**config.mk**
```make
export PLATFORM = sky130hd
export DESIGN_NAME = simon_seq_ctrl
export DESIGN_NICKNAME = d
export VERILOG_FILES = /design/src/rtl/simon_pkg.sv /design/src/rtl/simon_seq_ctrl_phase_timer.sv /design/src/rtl/simon_seq_ctrl.sv
export SDC_FILE = /design/constraint.sdc
export NUM_CORES = 1
export LEC_CHECK = 0
export CAP_MARGIN = 15
export CORE_MARGIN = 2
export CORE_UTILIZATION = 45
export DETAILED_ROUTE_END_ITERATION = 10
export GPL_ROUTABILITY_DRIVEN = 0
export PLACE_DENSITY = 0.77
export SYNTH_ARGS = -nofsm -noshare
export SYNTH_HDL_FRONTEND = slang
export SYNTH_SLANG_ARGS = --single-unit
```
**constraint.sdc**
```tcl
create_clock -name clk -period 2.51 [get_ports clk]
set_input_delay 0.3765 -clock clk [delete_from_list [all_inputs] [get_ports clk]]
set_output_delay 0.3765 -clock clk [all_outputs]
set_load 0.02 [all_outputs]
```
**src/rtl/simon_pkg.sv**
```systemverilog
// Shared types and constants for the 4-symbol memory game sequencer.
package simon_pkg;

    typedef logic [1:0] sym_t;

    typedef enum logic [2:0] {
        IDLE,
        APPEND,
        SHOW_ON,
        SHOW_GAP,
        INPUT,
        LOSE,
        WIN
    } state_t;

    localparam sym_t SYM_RED    = 2'd0;
    localparam sym_t SYM_GREEN  = 2'd1;
    localparam sym_t SYM_BLUE   = 2'd2;
    localparam sym_t SYM_YELLOW = 2'd3;

    function automatic int max3(input int a, input int b, input int c);
        int m;
        m = (a > b) ? a : b;
        return (m > c) ? m : c;
    endfunction

endpackage

```
**src/rtl/simon_seq_ctrl_phase_timer.sv**
```systemverilog
// Loadable down-counter; done is high whenever the count has reached zero.
module phase_timer #(
    parameter int W = 4
) (
    input  logic         clk,
    input  logic         reset,
    input  logic         load,
    input  logic [W-1:0] load_val,
    output logic         done
);

    logic [W-1:0] count;

    always_ff @(posedge clk or posedge reset) begin
        if (reset) begin
            count <= '0;
        end else if (load) begin
            count <= load_val;
        end else if (count != '0) begin
            count <= count - W'(1);
        end
    end

    assign done = (count == '0);

endmodule

```
**src/rtl/simon_seq_ctrl.sv**
```systemverilog
// Memory-game sequencer: grows, plays and checks the symbol sequence.
// Optional INPUT-state inactivity loss is enabled by defining SIMON_TIMEOUT_EN.
module simon_seq_ctrl #(
    parameter int MAX_LEN        = 16,
    parameter int SHOW_CYCLES    = 4,
    parameter int GAP_CYCLES     = 2,
    parameter int TIMEOUT_CYCLES = 8,
    parameter int LEN_W          = $clog2(MAX_LEN + 1)
) (
    input  logic             clk,
    input  logic             reset,
    input  logic             start,
    input  logic [1:0]       rand_in,
    input  logic             btn_valid,
    input  logic [1:0]       btn_val,
    output logic             led_valid,
    output logic [1:0]       led_val,
    output logic [LEN_W-1:0] level,
    output logic             busy,
    output logic             game_over,
    output logic             win
);

    import simon_pkg::*;

    localparam int IDX_W = (MAX_LEN > 1) ? $clog2(MAX_LEN) : 1;
    localparam int TMAX  = max3(SHOW_CYCLES, GAP_CYCLES, TIMEOUT_CYCLES);
    localparam int TW    = $clog2(TMAX + 1);

    state_t           state, state_n;
    logic [LEN_W-1:0] len, len_n;
    logic [IDX_W-1:0] idx, idx_n;
    sym_t             seq [MAX_LEN];
    sym_t             cur_sym;
    logic             last_idx;
    logic             tmr_load;
    logic [TW-1:0]    tmr_val;
    logic             tmr_done;

    phase_timer #(.W(TW)) u_timer (
        .clk      (clk),
        .reset    (reset),
        .load     (tmr_load),
        .load_val (tmr_val),
        .done     (tmr_done)
    );

    assign cur_sym  = seq[idx];
    assign last_idx = (LEN_W'(idx) == len - LEN_W'(1));

    // Storage is never reset; only positions below len are ever read.
    always_ff @(posedge clk) begin
        if (state == APPEND) begin
            seq[len[IDX_W-1:0]] <= rand_in;
        end
    end

    always_ff @(posedge clk or posedge reset) begin
        if (reset) begin
            state <= IDLE;
            len   <= '0;
            idx   <= '0;
        end else begin
            state <= state_n;
            len   <= len_n;
            idx   <= idx_n;
        end
    end

    always_comb begin
        state_n  = state;
        len_n    = len;
        idx_n    = idx;
        tmr_load = 1'b0;
        tmr_val  = '0;
        unique case (state)
            IDLE, LOSE, WIN: begin
                if (start) begin
                    state_n = APPEND;
                    len_n   = '0;
                end
            end
            APPEND: begin
                len_n    = len + LEN_W'(1);
                idx_n    = '0;
                state_n  = SHOW_ON;
                tmr_load = 1'b1;
                tmr_val  = TW'(SHOW_CYCLES - 1);
            end
            SHOW_ON: begin
                if (tmr_done) begin
                    state_n  = SHOW_GAP;
                    tmr_load = 1'b1;
                    tmr_val  = TW'(GAP_CYCLES - 1);
                end
            end
            SHOW_GAP: begin
                if (tmr_done) begin
                    tmr_load = 1'b1;
                    if (last_idx) begin
                        idx_n   = '0;
                        state_n = INPUT;
                        tmr_val = TW'(TIMEOUT_CYCLES - 1);
                    end else begin
                        idx_n   = idx + IDX_W'(1);
                        state_n = SHOW_ON;
                        tmr_val = TW'(SHOW_CYCLES - 1);
                    end
                end
            end
            INPUT: begin
                // A press always takes precedence over an expiring timeout.
                if (btn_valid) begin
                    if (btn_val != cur_sym) begin
                        state_n = LOSE;
                    end else if (!last_idx) begin
                        idx_n    = idx + IDX_W'(1);
                        tmr_load = 1'b1;
                        tmr_val  = TW'(TIMEOUT_CYCLES - 1);
                    end else if (len == LEN_W'(MAX_LEN)) begin
                        state_n = WIN;
                    end else begin
                        state_n = APPEND;
                    end
                end
`ifdef SIMON_TIMEOUT_EN
                else if (tmr_done) begin
                    state_n = LOSE;
                end
`else
                else begin
                    state_n = INPUT;
                end
`endif
            end
            default: begin
                state_n = IDLE;
            end
        endcase
    end

    assign led_valid = (state == SHOW_ON);
    assign led_val   = led_valid ? cur_sym : 2'd0;
    assign level     = len;
    assign busy      = (state inside {APPEND, SHOW_ON, SHOW_GAP, INPUT});
    assign game_over = (state == LOSE);
    assign win       = (state == WIN);

endmodule

```
==> results of run 1 <==
critical path: stages (launching register included):
cell and delay (ns):
dfrtp_2 0.48, mux4_2 0.57, mux2i_4 0.21, nor2_1 0.06, o21a_1 0.18, clkdlybuf4s15_1 0.28
Yosys cell counts (2+ instances only):
cell type and n:
nor2_1 33, edfxtp_1 32, dfrtp_1 16, nand2_1 12, a21oi_1 10, inv_1 10
mux2i_1 8, nor3_1 7, and3_1 6, ha_1 6, nand2b_1 6, xnor2_1 6
clkbuf_1 5, nor2b_1 5, o21ai_1 5, xor2_1 5, buf_2 4, mux4_2 4
mux2_2 3, nand3_1 3, o21ai_0 3, o22ai_1 3, o31ai_1 3, a211oi_1 2
buf_6 2, mux2_1 2, nand4_1 2, o211ai_1 2
stage by stage:
stage	std cells	instance area, sq um	setup slack [ns]	power [mW]
3_5_place_dp	318	2880	-0.0280	2.60
4_1_cts	326	2970	-0.0195	3.05
5_1_grt	326	3010	-0.0359	3.32
2_1_floorplan	228	2600	0.0956	2.19
3_3_place_gp	318	2880	0.00375	2.56
6_report	326	3010	0.0593	3.10
final timing paths:
kind | endpoint | slack, ns | cells past startpoint
worst max-delay path | led_val[1] | 0.06 | 5
worst min-delay path | idx[0] | 0.45 | 2
worst max register to register | state[2] | 0.08 | 8
worst min register to register | u_timer.count[2] | 0.52 | 1
max in group asynchronous | idx[0] | 1.62 | 2
min in group clk | u_timer.count[2] | 0.52 | 1
what timing repair did:
item,CTS,global route
resized for setup,5,11
setup endpoints to repair,5,8
hold buffers,0,0
state kept, by name (all words and copies together) (netlist names):
| name | flops |
|---|---|
| seq | 32 |
| level | 5 |
| idx | 4 |
| u_timer.count | 4 |
| state | 3 |
layout make-up:
cell class / instances / area [sq um] / share of cell area
clock inverter: 2 / 12.5 / 0.00416
inverter: 10 / 37.5 / 0.0125
tap: 72 / 90.1 / 0.0300
clock buffer: 6 / 72.6 / 0.0241
multi-input combinational: 158 / 1160 / 0.385
sequential: 48 / 1360 / 0.453
timing repair buffer: 30 / 273 / 0.0907
per-layer routing:
metal,part of all wire,GRT usage,vias up
met4,0.013,0.0559,0
met2,0.51,0.298,42
met3,0.037,0.0326,4
li1,-,-,868
met5,0,0,-
met1,0.44,0.237,869
power breakdown:
part | switching [mW] | total [mW] | internal [mW]
clock network | 0.245 | 0.441 | 0.195
logic | 0.828 | 1.54 | 0.717
registers | 0.149 | 1.12 | 0.966
total | 1.22 | 3.10 | 1.88
logic make-up (layout without fill, tap and decap cells):
family / Yosys count / after routing / synth area share
muxes: 19 / 19 / 0.0981
buffers and inverters: 22 / 48 / 0.0457
xor gates and xnor gates: 12 / 12 / 0.0433
DFF: 48 / 48 / 0.523
and+or+nand+nor: 82 / 82 / 0.153
adders and majority gates: 6 / 6 / 0.0288
AOI/OAI and AO/OA: 39 / 39 / 0.108
==> reports/results.ini, run 1 <==
[final_layout]
fin_nets=267
insertedDiodeCount=0
synthToLayoutAreaGrowth_pct=15.5
drive_gt1_frac=0.157
final_cell_mix=nor2_1 (33), edfxtp_1 (32), clkdlybuf4s50_1 (16)
nFillCells=482
final_common_cell=nor2_1
final_util=0.543

[synthesis]
syn_area_sq_um=2600
yosysSeqAreaShare=0.523
ys.flop_type=edfxtp_1
syn_inst=228
synth-seq-cells=48
synth-edff-count=32
synth_area_leaders=edfxtp_1 (37%), dfrtp_1 (15%), nor2_1 (4.8%)
synth_area_leader_cell=edfxtp_1
synth.avg_cell_area_sq_um=11.4
syn_nets=242
synth_top_area_share=0.369
ys_types=51
async_reset_ff_frac=0.333
yosysWarnings=0

[timing]
hold_ws_ns=0.454
fin_skew_ns=0.00621
hold_viol=0
min_period_over_period=0.976
setup_tns_ns=0
drv_slew=0
worstMarginPinSlew_ns=0.624
slew_headroom=0.583
setup_violations=0
min_period_ns=2.45
max_freq_mhz=408

[floorplanning]
ios=19
dieArea_sq_um=6410
row_count=27
fp.dieH_um=80.1
die_x_um=80.1
initial_core_util=0.470
core_area_sq_um=5540

[setup_path]
r2r_start=idx[0]
cp-end-kind=output port
crit_start=idx[0]
worstSetupPathType=reg -> out
cp.arrival_ns=2.07
worstPathMaxFanout=5
start_kind=flip-flop
cp_data_required_time_ns=2.13

[clock_network]
clk_pin_slew_ns=0.08
postCtsSetupBuffers=0
cts_tree=built
clk_latency_ns=0.29
htree_levels=2
cts_made_buffers=5
cts_sinks=48
ctsLongestPathBuffers=2
ctsRootBufferMaster=clkbuf_8

[power]
total_leakage_power_nw=1.13
ir_drop_mv=0.753
power_density_nw_per_um2=1030

[status]
status=finished, final reports clean

[route]
drt_iter0_markers=122
drc_errors=0
routedWlPerCell_um=16.5
vias=1783
viasPerCell=5.47
ant_nets=0
drt_wl_total_um=5360
drt_pass1_iterations=4

[global_routing]
globalRouteTotalUtil=0.179
antenna_found_initial=0
grt_pass1_wl_um=8750
grt_max_degree=17
grt-ovfl-total=0
first_global_vias=1839

[placed_design]
port_buffers=18
dp_hpwl_um=3800

[job]
drv_cap=0

[min_path]
hold_path.class=in -> async

No activity file was read; power rests on OpenSTA's default activity.
==> run 2, diff against run 1 <==
--- a/config.mk
+++ b/config.mk
@@ -10,7 +10,7 @@
 export CORE_UTILIZATION = 45
 export DETAILED_ROUTE_END_ITERATION = 10
 export GPL_ROUTABILITY_DRIVEN = 0
-export PLACE_DENSITY = 0.77
+export PLACE_DENSITY_LB_ADDON = 0.2
 export SYNTH_ARGS = -nofsm -noshare
 export SYNTH_HDL_FRONTEND = slang
 export SYNTH_SLANG_ARGS = --single-unit
==> run 2 against run 1 <==
Global-route usage up 1.7 points. Critical path type is now reg -> reg. Clock skew down 0.0015 ns. Via count down 0.11%. Core utilization up 0.29 points. Power up 0.44%. Routed wire length up 4.9%. Non-clock buffer count up 3. Sequential cell count unchanged. Clock power up 4%. First-iteration DRC count up 11%.
==> reports/results.ini, run 2 (same netlist as run 1, synthesis figures left out) <==
[route]
wl_met2_um=2770  ; was 2740 um
vias=1781  ; was 1783
drt_pass1_iterations=4  ; unchanged
ant_nets=0  ; unchanged
viasPerCell=5.41  ; was 5.47
drt_wl_total_um=5620  ; was 5360 um
drt_iter0_markers=136  ; was 122
routedWlPerCell_um=17.1  ; was 16.5 um
met3WireLength_um=156  ; was 198 um
top_layer=met4  ; unchanged
drc_errors=0  ; unchanged
drt-met1-wl_um=2610  ; was 2350 um

[timing]
worstMarginPinSlew_ns=0.653  ; was 0.624 ns
drv_slew=0  ; unchanged
min_period_ns=2.45  ; about the same
slew_headroom=0.564  ; was 0.583
fin_skew_ns=0.00469  ; was 0.00621 ns
hold_ws_ns=0.456  ; was 0.454 ns
setup_violations=0  ; unchanged
max_freq_mhz=408  ; about the same
hold_viol=0  ; unchanged
rsz0062_at_grt=yes
min_period_over_period=0.976  ; about the same

[floorplanning]
initial_core_util=0.470  ; unchanged
core_area_sq_um=5540  ; unchanged
fp.dieH_um=80.1  ; unchanged
die_x_um=80.1  ; unchanged
ios=19  ; unchanged
dieArea_sq_um=6410  ; unchanged
row_count=27  ; unchanged

[job]
drv_cap=0  ; unchanged

[setup_path]
cp_common_cell=buf_4
worstPathMaxFanout=5  ; unchanged
reg2reg_depth=9  ; was 8
crit_start=idx[0]  ; unchanged
cpMaxStageDelayCell=mux4_2  ; unchanged
reg2reg_to=state[2]  ; unchanged
r2r_setup_slack_ns=0.06  ; was 0.08 ns
crit_chain=buf_4 -> mux4_2 -> mux2i_4 -> xnor2_2 -> o21ai_1 -> and4_4 -> buf_4 -> or2_1 -> o31ai_2  ; was mux4_2 -> mux2i_4 -> nor2_1 -> o21a_1 -> clkdlybuf4s15_1
cp.arrival_ns=2.67  ; was 2.07 ns
cp_data_required_time_ns=2.73  ; was 2.13 ns
cp-end-kind=flip-flop  ; was output port
max_stage_delay_ns=0.52  ; was 0.57 ns
r2r_start=idx[0]  ; unchanged
worstSetupPathType=reg -> reg  ; was reg -> out
start_kind=flip-flop  ; unchanged

[final_layout]
drive_gt1_frac=0.175  ; was 0.157
insertedDiodeCount=0  ; unchanged
nFillCells=497  ; was 482
largest_register_ffs=32  ; unchanged
final_common_cell=nor2_1  ; unchanged
final_cell_mix=nor2_1 (33), edfxtp_1 (32), clkdlybuf4s50_1 (16)  ; unchanged
final_util=0.546  ; was 0.543
synthToLayoutAreaGrowth_pct=16.2  ; was 15.5%
fin_nets=270  ; was 267

[power]
total_leakage_power_nw=1.14  ; was 1.13 nW
p_comb_frac=0.507  ; was 0.498
clkPwrFrac=0.147  ; was 0.142
seqPwrFrac=0.346  ; was 0.360
power_density_nw_per_um2=1030  ; about the same
netSwitchingFraction=0.395  ; was 0.394
ir_drop_mv=0.591  ; was 0.753 mV
intPower_mw=1.89  ; was 1.88 mW
power_switching_mw=1.23  ; was 1.22 mW

[global_routing]
first_global_vias=1879  ; was 1839
antenna_found_initial=0  ; unchanged
grt_max_degree=17  ; unchanged
globalRouteTotalUtil=0.196  ; was 0.179
grt_pass1_wl_um=9360  ; was 8750 um
grt-ovfl-total=0  ; unchanged

[clock_network]
htree_levels=2  ; unchanged
cts_sinks=48  ; unchanged
clk_latency_ns=0.30  ; was 0.29 ns
cts_hold_buffers=0  ; unchanged
ctsRootBufferMaster=clkbuf_8  ; unchanged
cts_tree=built  ; unchanged
cts_made_buffers=5  ; unchanged
clk_pin_slew_ns=0.09  ; was 0.08 ns
ctsLongestPathBuffers=2  ; unchanged

[placed_design]
dp_hpwl_um=4100  ; was 3800 um
port_buffers=18  ; unchanged

[min_path]
hold_path.class=in -> async  ; unchanged

[status]
status=finished, final reports clean  ; unchanged

## run 2: critical path: cells and delay by family, from the launching register on
family | cells | cell delay (ns)
AO/OA/AOI/OAI | 2 | 0.34
XOR/XNOR | 1 | 0.13
buffers and inverters | 2 | 0.29
flip-flops | 1 | 0.42
multiplexers | 2 | 0.71
AND/OR/NAND/NOR | 2 | 0.47
## run 2: what timing repair did
| item | 4_1_cts | 5_1_grt |
|---|---|---|
| cloned | 0 | 0 |
| gates resized for setup | 5 | 9 |
| buffers inserted | 1 | 0 |
| endpoints found under the setup margin | 3 | 10 |
## run 2: worst max-delay path by stage
stage / endpoint / slack (ns) / cells past startpoint
floorplan: u_timer.count[1] / 0.1 / 9
global placement: led_val[0] / 0.04 / 7
detailed placement: led_val[0] / -0.008 / 7
CTS: led_val[0] / -0.04 / 7
global route: led_val[1] / -0.03 / 6
finish: state[2] / 0.06 / 9
## run 2: power groups by stage
| stage | registers (mW) | clock network, mW | logic [mW] |
|---|---|---|---|
| 3_5_place_dp | 1.10 | 0 | 1.53 |
| 5_1_grt | 1.10 | 0.492 | 1.76 |
| 6_report | 1.08 | 0.458 | 1.58 |
| 4_1_cts | 1.08 | 0.474 | 1.55 |
| 3_3_place_gp | 1.09 | 0 | 1.51 |
| 2_1_floorplan | 1.09 | 0 | 1.10 |
## run 2: final cells by class
class	instances	area (sq um)	share of cell area
clock buffer	5	68.8	0.0228
sequential	48	1360	0.451
inverter	10	37.5	0.0124
multi-input combinational	158	1160	0.383
tap	72	90.1	0.0298
clock inverter	3	18.8	0.00621
timing repair buffer	33	287	0.0948
## run 2: metrics by stage
step	instance area (sq um)	setup TNS [ns]	total power [mW]	std cells	worst slack, ns
after CTS	3000	-0.0436	3.10	329	-0.0436
after floorplan	2600	0	2.19	228	0.0956
after global routing	3020	-0.0763	3.35	329	-0.0306
after detailed placement	2900	-0.00821	2.63	320	-0.00821
final	3020	0	3.11	329	0.0597
after global placement	2900	0	2.61	320	0.0361
## run 2: per-layer routing
metal,GRT usage,vias to the layer above
li1,-,876
met1,0.266,874
met5,0,-
met2,0.316,25
met4,0.0712,0
met3,0.0360,6
